$ cat src/rtl/block_scheduler.sv
// Thread-block scheduler: launches a kernel, hands sequential block IDs to ready
// cores in round-robin order, recycles finished cores and reports completion.
module block_scheduler #(
  parameter int NUM_CORES  = 4,
  parameter int DATA_WIDTH = 32
) (
  input  logic                                 clk,
  input  logic                                 reset,
  input  logic                                 start,
  input  logic                                 abort,
  input  logic [DATA_WIDTH-1:0]                num_blocks,
  input  logic [NUM_CORES-1:0]                 core_done,
  output logic [NUM_CORES-1:0]                 core_start,
  output logic [NUM_CORES-1:0]                 core_reset,
  output logic [NUM_CORES-1:0][DATA_WIDTH-1:0] core_block_id,
  output logic [DATA_WIDTH-1:0]                blocks_done_count,
  output logic                                 busy,
  output logic                                 done
);

  localparam int IDX_W = (NUM_CORES > 1) ? $clog2(NUM_CORES) : 1;
  localparam int POP_W = $clog2(NUM_CORES + 1);

  typedef enum logic [1:0] {IDLE, INIT, RUN, DONE} state_t;

  state_t                               state_reg, state_next;
  logic [NUM_CORES-1:0]                 start_reg, start_next;
  logic [NUM_CORES-1:0]                 rst_reg, rst_next;
  logic [NUM_CORES-1:0][DATA_WIDTH-1:0] id_reg, id_next;
  logic [DATA_WIDTH-1:0]                total_reg, total_next;
  logic [DATA_WIDTH-1:0]                disp_reg, disp_next;
  logic [DATA_WIDTH-1:0]                cnt_reg, cnt_next;
  logic [IDX_W-1:0]                     rr_reg, rr_next;
  logic                                 done_reg, done_next;

  logic [NUM_CORES-1:0] ready;
  logic [NUM_CORES-1:0] complete;
  logic [POP_W-1:0]     pop;
  logic                 pick_valid;
  logic [IDX_W-1:0]     pick_idx;
  logic [IDX_W:0]       scan;
  logic [DATA_WIDTH-1:0] cnt_sum;

  // A core finishing this cycle still has start_reg set, so it is never ready here.
  generate
    for (genvar gi = 0; gi < NUM_CORES; gi++) begin : g_core
      assign ready[gi]    = rst_reg[gi] & ~start_reg[gi];
      assign complete[gi] = start_reg[gi] & core_done[gi];
    end
  endgenerate

  always_comb begin
    pop = '0;
    for (int i = 0; i < NUM_CORES; i++) begin
      pop = pop + POP_W'(complete[i]);
    end
  end

  assign cnt_sum = cnt_reg + DATA_WIDTH'(pop);

  // First ready core at or after the round-robin pointer, wrapping around.
  always_comb begin
    pick_valid = 1'b0;
    pick_idx   = '0;
    scan       = '0;
    for (int k = 0; k < NUM_CORES; k++) begin
      scan = {1'b0, rr_reg} + (IDX_W + 1)'(k);
      if (scan >= (IDX_W + 1)'(NUM_CORES)) begin
        scan = scan - (IDX_W + 1)'(NUM_CORES);
      end
      if (!pick_valid && ready[scan[IDX_W-1:0]]) begin
        pick_valid = 1'b1;
        pick_idx   = scan[IDX_W-1:0];
      end
    end
  end

  always_comb begin
    state_next = state_reg;
    start_next = start_reg;
    rst_next   = rst_reg;
    id_next    = id_reg;
    total_next = total_reg;
    disp_next  = disp_reg;
    cnt_next   = cnt_reg;
    rr_next    = rr_reg;
    done_next  = done_reg;

    if (abort && state_reg != IDLE) begin
      start_next = '0;
      rst_next   = '1;
      done_next  = 1'b0;
      state_next = IDLE;
    end else begin
      case (state_reg)
        IDLE: begin
          if (start) begin
            total_next = num_blocks;
            disp_next  = '0;
            cnt_next   = '0;
            rr_next    = '0;
            state_next = INIT;
          end
        end
        INIT: begin
          start_next = '0;
          rst_next   = '1;
          if (total_reg == '0) begin
            done_next  = 1'b1;
            state_next = DONE;
          end else begin
            state_next = RUN;
          end
        end
        RUN: begin
          start_next = start_reg & ~complete;
          rst_next   = rst_reg | complete;
          cnt_next   = cnt_sum;
          if (disp_reg < total_reg && pick_valid) begin
            start_next[pick_idx] = 1'b1;
            rst_next[pick_idx]   = 1'b0;
            id_next[pick_idx]    = disp_reg;
            disp_next            = disp_reg + 1'b1;
            rr_next = (pick_idx == IDX_W'(NUM_CORES - 1)) ? '0 : pick_idx + IDX_W'(1);
          end
          if (cnt_sum == total_reg) begin
            done_next  = 1'b1;
            state_next = DONE;
          end
        end
        DONE: begin
          start_next = '0;
          rst_next   = '1;
          if (!start) begin
            done_next  = 1'b0;
            state_next = IDLE;
          end
        end
        default: state_next = IDLE;
      endcase
    end
  end

  always_ff @(posedge clk or posedge reset) begin
    if (reset) begin
      state_reg <= IDLE;
      start_reg <= '0;
      rst_reg   <= '1;
      id_reg    <= '0;
      total_reg <= '0;
      disp_reg  <= '0;
      cnt_reg   <= '0;
      rr_reg    <= '0;
      done_reg  <= 1'b0;
    end else begin
      state_reg <= state_next;
      start_reg <= start_next;
      rst_reg   <= rst_next;
      id_reg    <= id_next;
      total_reg <= total_next;
      disp_reg  <= disp_next;
      cnt_reg   <= cnt_next;
      rr_reg    <= rr_next;
      done_reg  <= done_next;
    end
  end

  assign core_start        = start_reg;
  assign core_reset        = rst_reg;
  assign core_block_id     = id_reg;
  assign blocks_done_count = cnt_reg;
  assign done              = done_reg;
  assign busy              = (state_reg == INIT) || (state_reg == RUN);

endmodule

$ cat config.mk
export PLATFORM = sky130hd
export DESIGN_NAME = block_scheduler
export DESIGN_NICKNAME = d
export VERILOG_FILES = /design/src/rtl/block_scheduler.sv
export SDC_FILE = /design/constraint.sdc
export NUM_CORES = 1
export LEC_CHECK = 0
export ABC_CLOCK_PERIOD_IN_PS = 11300
export BUFFER_PORTS_ARGS = -buffer_cell sky130_fd_sc_hd__buf_2
export CORE_AREA = 2 2 145 147
export DETAILED_ROUTE_END_ITERATION = 8
export DIE_AREA = 0 0 147 149
export GPL_TIMING_DRIVEN = 0
export PLACE_DENSITY = 0.95
export SLEW_MARGIN = 30
export SYNTH_ARGS = -nofsm -noshare
export SYNTH_HDL_FRONTEND = slang
export SYNTH_SLANG_ARGS = --single-unit
$ cat constraint.sdc
create_clock -name clk -period 11.3 [get_ports clk]
set_input_delay 0.565 -clock clk [delete_from_list [all_inputs] [get_ports clk]]
set_output_delay 0.565 -clock clk [all_outputs]
set_load 0.02 [all_outputs]
==> flow_summary.toml <==
[yosys]
synthCells = 1122
synth_area_per_cell_sq_um = 10.9
synth_area_leaders = "dfrtp_1, mux2_2, ha_1"
synth-seq-cells = 237
synth_cell_types = 62
yosysWarnings = 0
yosysSeqAreaShare = 0.486
synth_edf_count = 0
async_reset_ff_frac = 1.00
yosysTopAreaCell = "dfrtp_1"
syn-cell-area_sq_mm = 0.0122
syn_nets = 1207
synth_top_area_share = 0.477
synthFlopType = "dfrtp_1"

[clock_network]
path_clk_slew_ps = 60
cts_buffer_depth = 3
cts_root_buf = "clkbuf_16"
tritoncts = "built"
clkLatencyLatePin_ps = 540
cts-resized-gates = 0
htree_levels = 1
hold_buffers = 0
post_cts_buffers = 0
numClockSinks = 237
cts-buffers-inserted = 26

[setup_path]
critPathRequiredTime_ps = 11710
critPathBufInv = 4
crit_family = "simple AND/OR/NAND/NOR gates"
cp.arrival_ps = 5500
crit_path_max_incr_delay_ps = 560
path_max_fanout = 10
end_kind = "flop"
path_cells = "nand2_1 > inv_1 > fa_1 > inv_1 > fa_1 > inv_1 > fa_1 > nand3_4 > nor4_1 > clkbuf_1 > and3_1 > xnor2_1 > a2111oi_0 > nand3_1 > o31a_1 > o311ai_2 > nand3b_1"
startpoint_type = "flop"
worst_path_max_delay_cell = "a2111oi_0"
worst-setup-path-type = "reg -> reg"

[layout]
largest_reg_flops = 128
seq_area_sq_mm = 0.00594
fin_cells = 1653
final_area_sq_mm = 0.0145
fin_util = 0.707
nets = 1446
n_antenna_cell = 0
syn2layout_area_growth_pct = 19.0
final_layout_size_suffix_gt1_frac = 0.313
fillers = 1426
multiInputGateArea_sq_mm = 0.00589

[die]
die_area_sq_mm = 0.0219
die_y_um = 149
core_area_sq_mm = 0.0206
die_x_um = 147
initial_core_util = 0.594
rows = 53
io_pins = 210

[timing]
skew_ps = 16.8
setup_violations = 0
timing.slew.headroom = 0.374
worst_pin_slew_ps = 930
post-route-period-util = 0.450
min_period_ps = 5090
max_freq_mhz = 197
rsz0062_at_grt = "no"
hold_viol = 0
slew_viol_final = 0
fin_tns_setup_ps = 0

[placed_design]
portBuffers = 209
place_inst = 1608
place_area_sq_mm = 0.0137
dp_hpwl_mm = 25.7
gp_congestion = 0.966

[detailed_routing]
wl_mm = 36.5
viasPerCell = 6.47
ant_nets = 0
vias = 10701
drtIter0Drc = 1179
firstDrtPassIters = 8
detail_route.drc_violations = 0
wl_per_cell_um = 22.1

[pwr]
power_leakage_nw = 7.43
power_mw = 2.83
power.density_mw_per_mm2 = 194
ir_worst_vdd_v = 0.000137

[hold_path]
holdCritPathClass = "in -> async"

[grt]
grt_pass1_wl_mm = 56.7
grt_pass1_vias = 10592
grt_start_max_net_pins = 84
gr-usage-all-layers = 0.327
antenna_found_initial = 0
gr-total-overflow = 0

[flow_run]
maxCapViolations = 0

[run_status]
status = "completed"
==> cell families (layout without fill, tap and decap cells) <==
family,Yosys count,in the layout,share of synthesized area
AO/OA/AOI/OAI,215,215,0.115
multiplexers,162,162,0.149
buffers and inverters,103,359,0.0321
XOR/XNOR,41,41,0.0294
adder cells (fa/ha/maj),45,45,0.0480
flip-flops,237,237,0.486
AND/OR/NAND/NOR,319,319,0.140
==> cell type report <==
type,count,share of cell area
Multi-Input combinational cell,782,0.405
Tap cell,275,0.0237
Timing Repair Buffer,211,0.0757
Sequential cell,237,0.408
Buffer,55,0.0145
Inverter,48,0.0129
Clock inverter,6,0.00645
Clock buffer,39,0.0529
==> synth_stat cells (3+ instances only) <==
master	n
or4_1	22
o21a_1	3
or3_1	13
xnor2_1	23
mux2_2	160
buf_2	4
nand2_1	72
a22o_1	6
buf_1	17
dfrtp_1	233
a21o_1	10
inv_1	48
ha_1	42
fa_1	3
o21ai_0	59
and2_1	6
xor2_1	18
o21bai_1	6
and4_1	8
nand3_1	41
and3_1	16
nor3_1	17
nor3b_1	4
o41ai_1	6
a21oi_1	53
nand2b_1	6
a31oi_1	9
o31ai_1	23
nand4_1	23
clkbuf_1	34
o211ai_1	16
dfstp_2	4
o2111ai_1	3
nor2b_1	8
nor2_1	53
nor4_1	16
a211oi_1	5
==> through the flow <==
step | worst slack (ps) | hold slack (ps)
after floorplan | 4240 | 504
final | 6210 | 97.9
after CTS | 6330 | 113
after detailed placement | 6080 | 488
after global routing | 6000 | 143
after global placement | 1880 | 483
==> path summary, 6_finish.rpt <==
kind                       cells after the start  slack, ps                from            endpoint
setup / recovery                              17       6210       core_start[2]                done
hold / removal                                 2        100               reset   core_block_id[82]
setup reg to reg                              17       6210       core_start[2]                done
hold reg to reg                                1        500  core_block_id[122]  core_block_id[122]
max in group asynchronous                      4       9990               reset   core_block_id[30]
min in group clk                               2        260       num_blocks[6]        total_reg[6]
==> report_power, final <==
group | total (mW) | switching (mW) | internal [mW]
sequential | 1.12 | 0.164 | 0.951
clock | 0.855 | 0.341 | 0.513
combinational | 0.857 | 0.524 | 0.334
==> routing by layer <==
| layer | vias up | GRT usage | wire length (um) |
|---|---|---|---|
| met5 | - | 0 | 0 |
| met4 | 0 | 0.169 | 1970 |
| met3 | 165 | 0.0823 | 3940 |
| met2 | 728 | 0.526 | 17300 |
| met1 | 5226 | 0.415 | 13300 |
| li1 | 4582 | - | - |
==> cell usage in the layout (no fill, tap or decap), types with 17 or more instances in the layout <==
master	synthesis	final
ha_1	42	42
a21oi_1	53	53
o21ai_0	59	59
clkbuf_16	0	26
buf_1	17	17
buf_2	4	213
nand2_1	72	72
or4_1	22	22
o31ai_1	23	23
mux2_2	160	160
clkbuf_1	34	40
nand3_1	41	41
xnor2_1	23	23
dfrtp_1	233	233
xor2_1	18	18
inv_1	48	47
nand4_1	23	23
nor2_1	53	53
(Power assumes the default switching activity.)
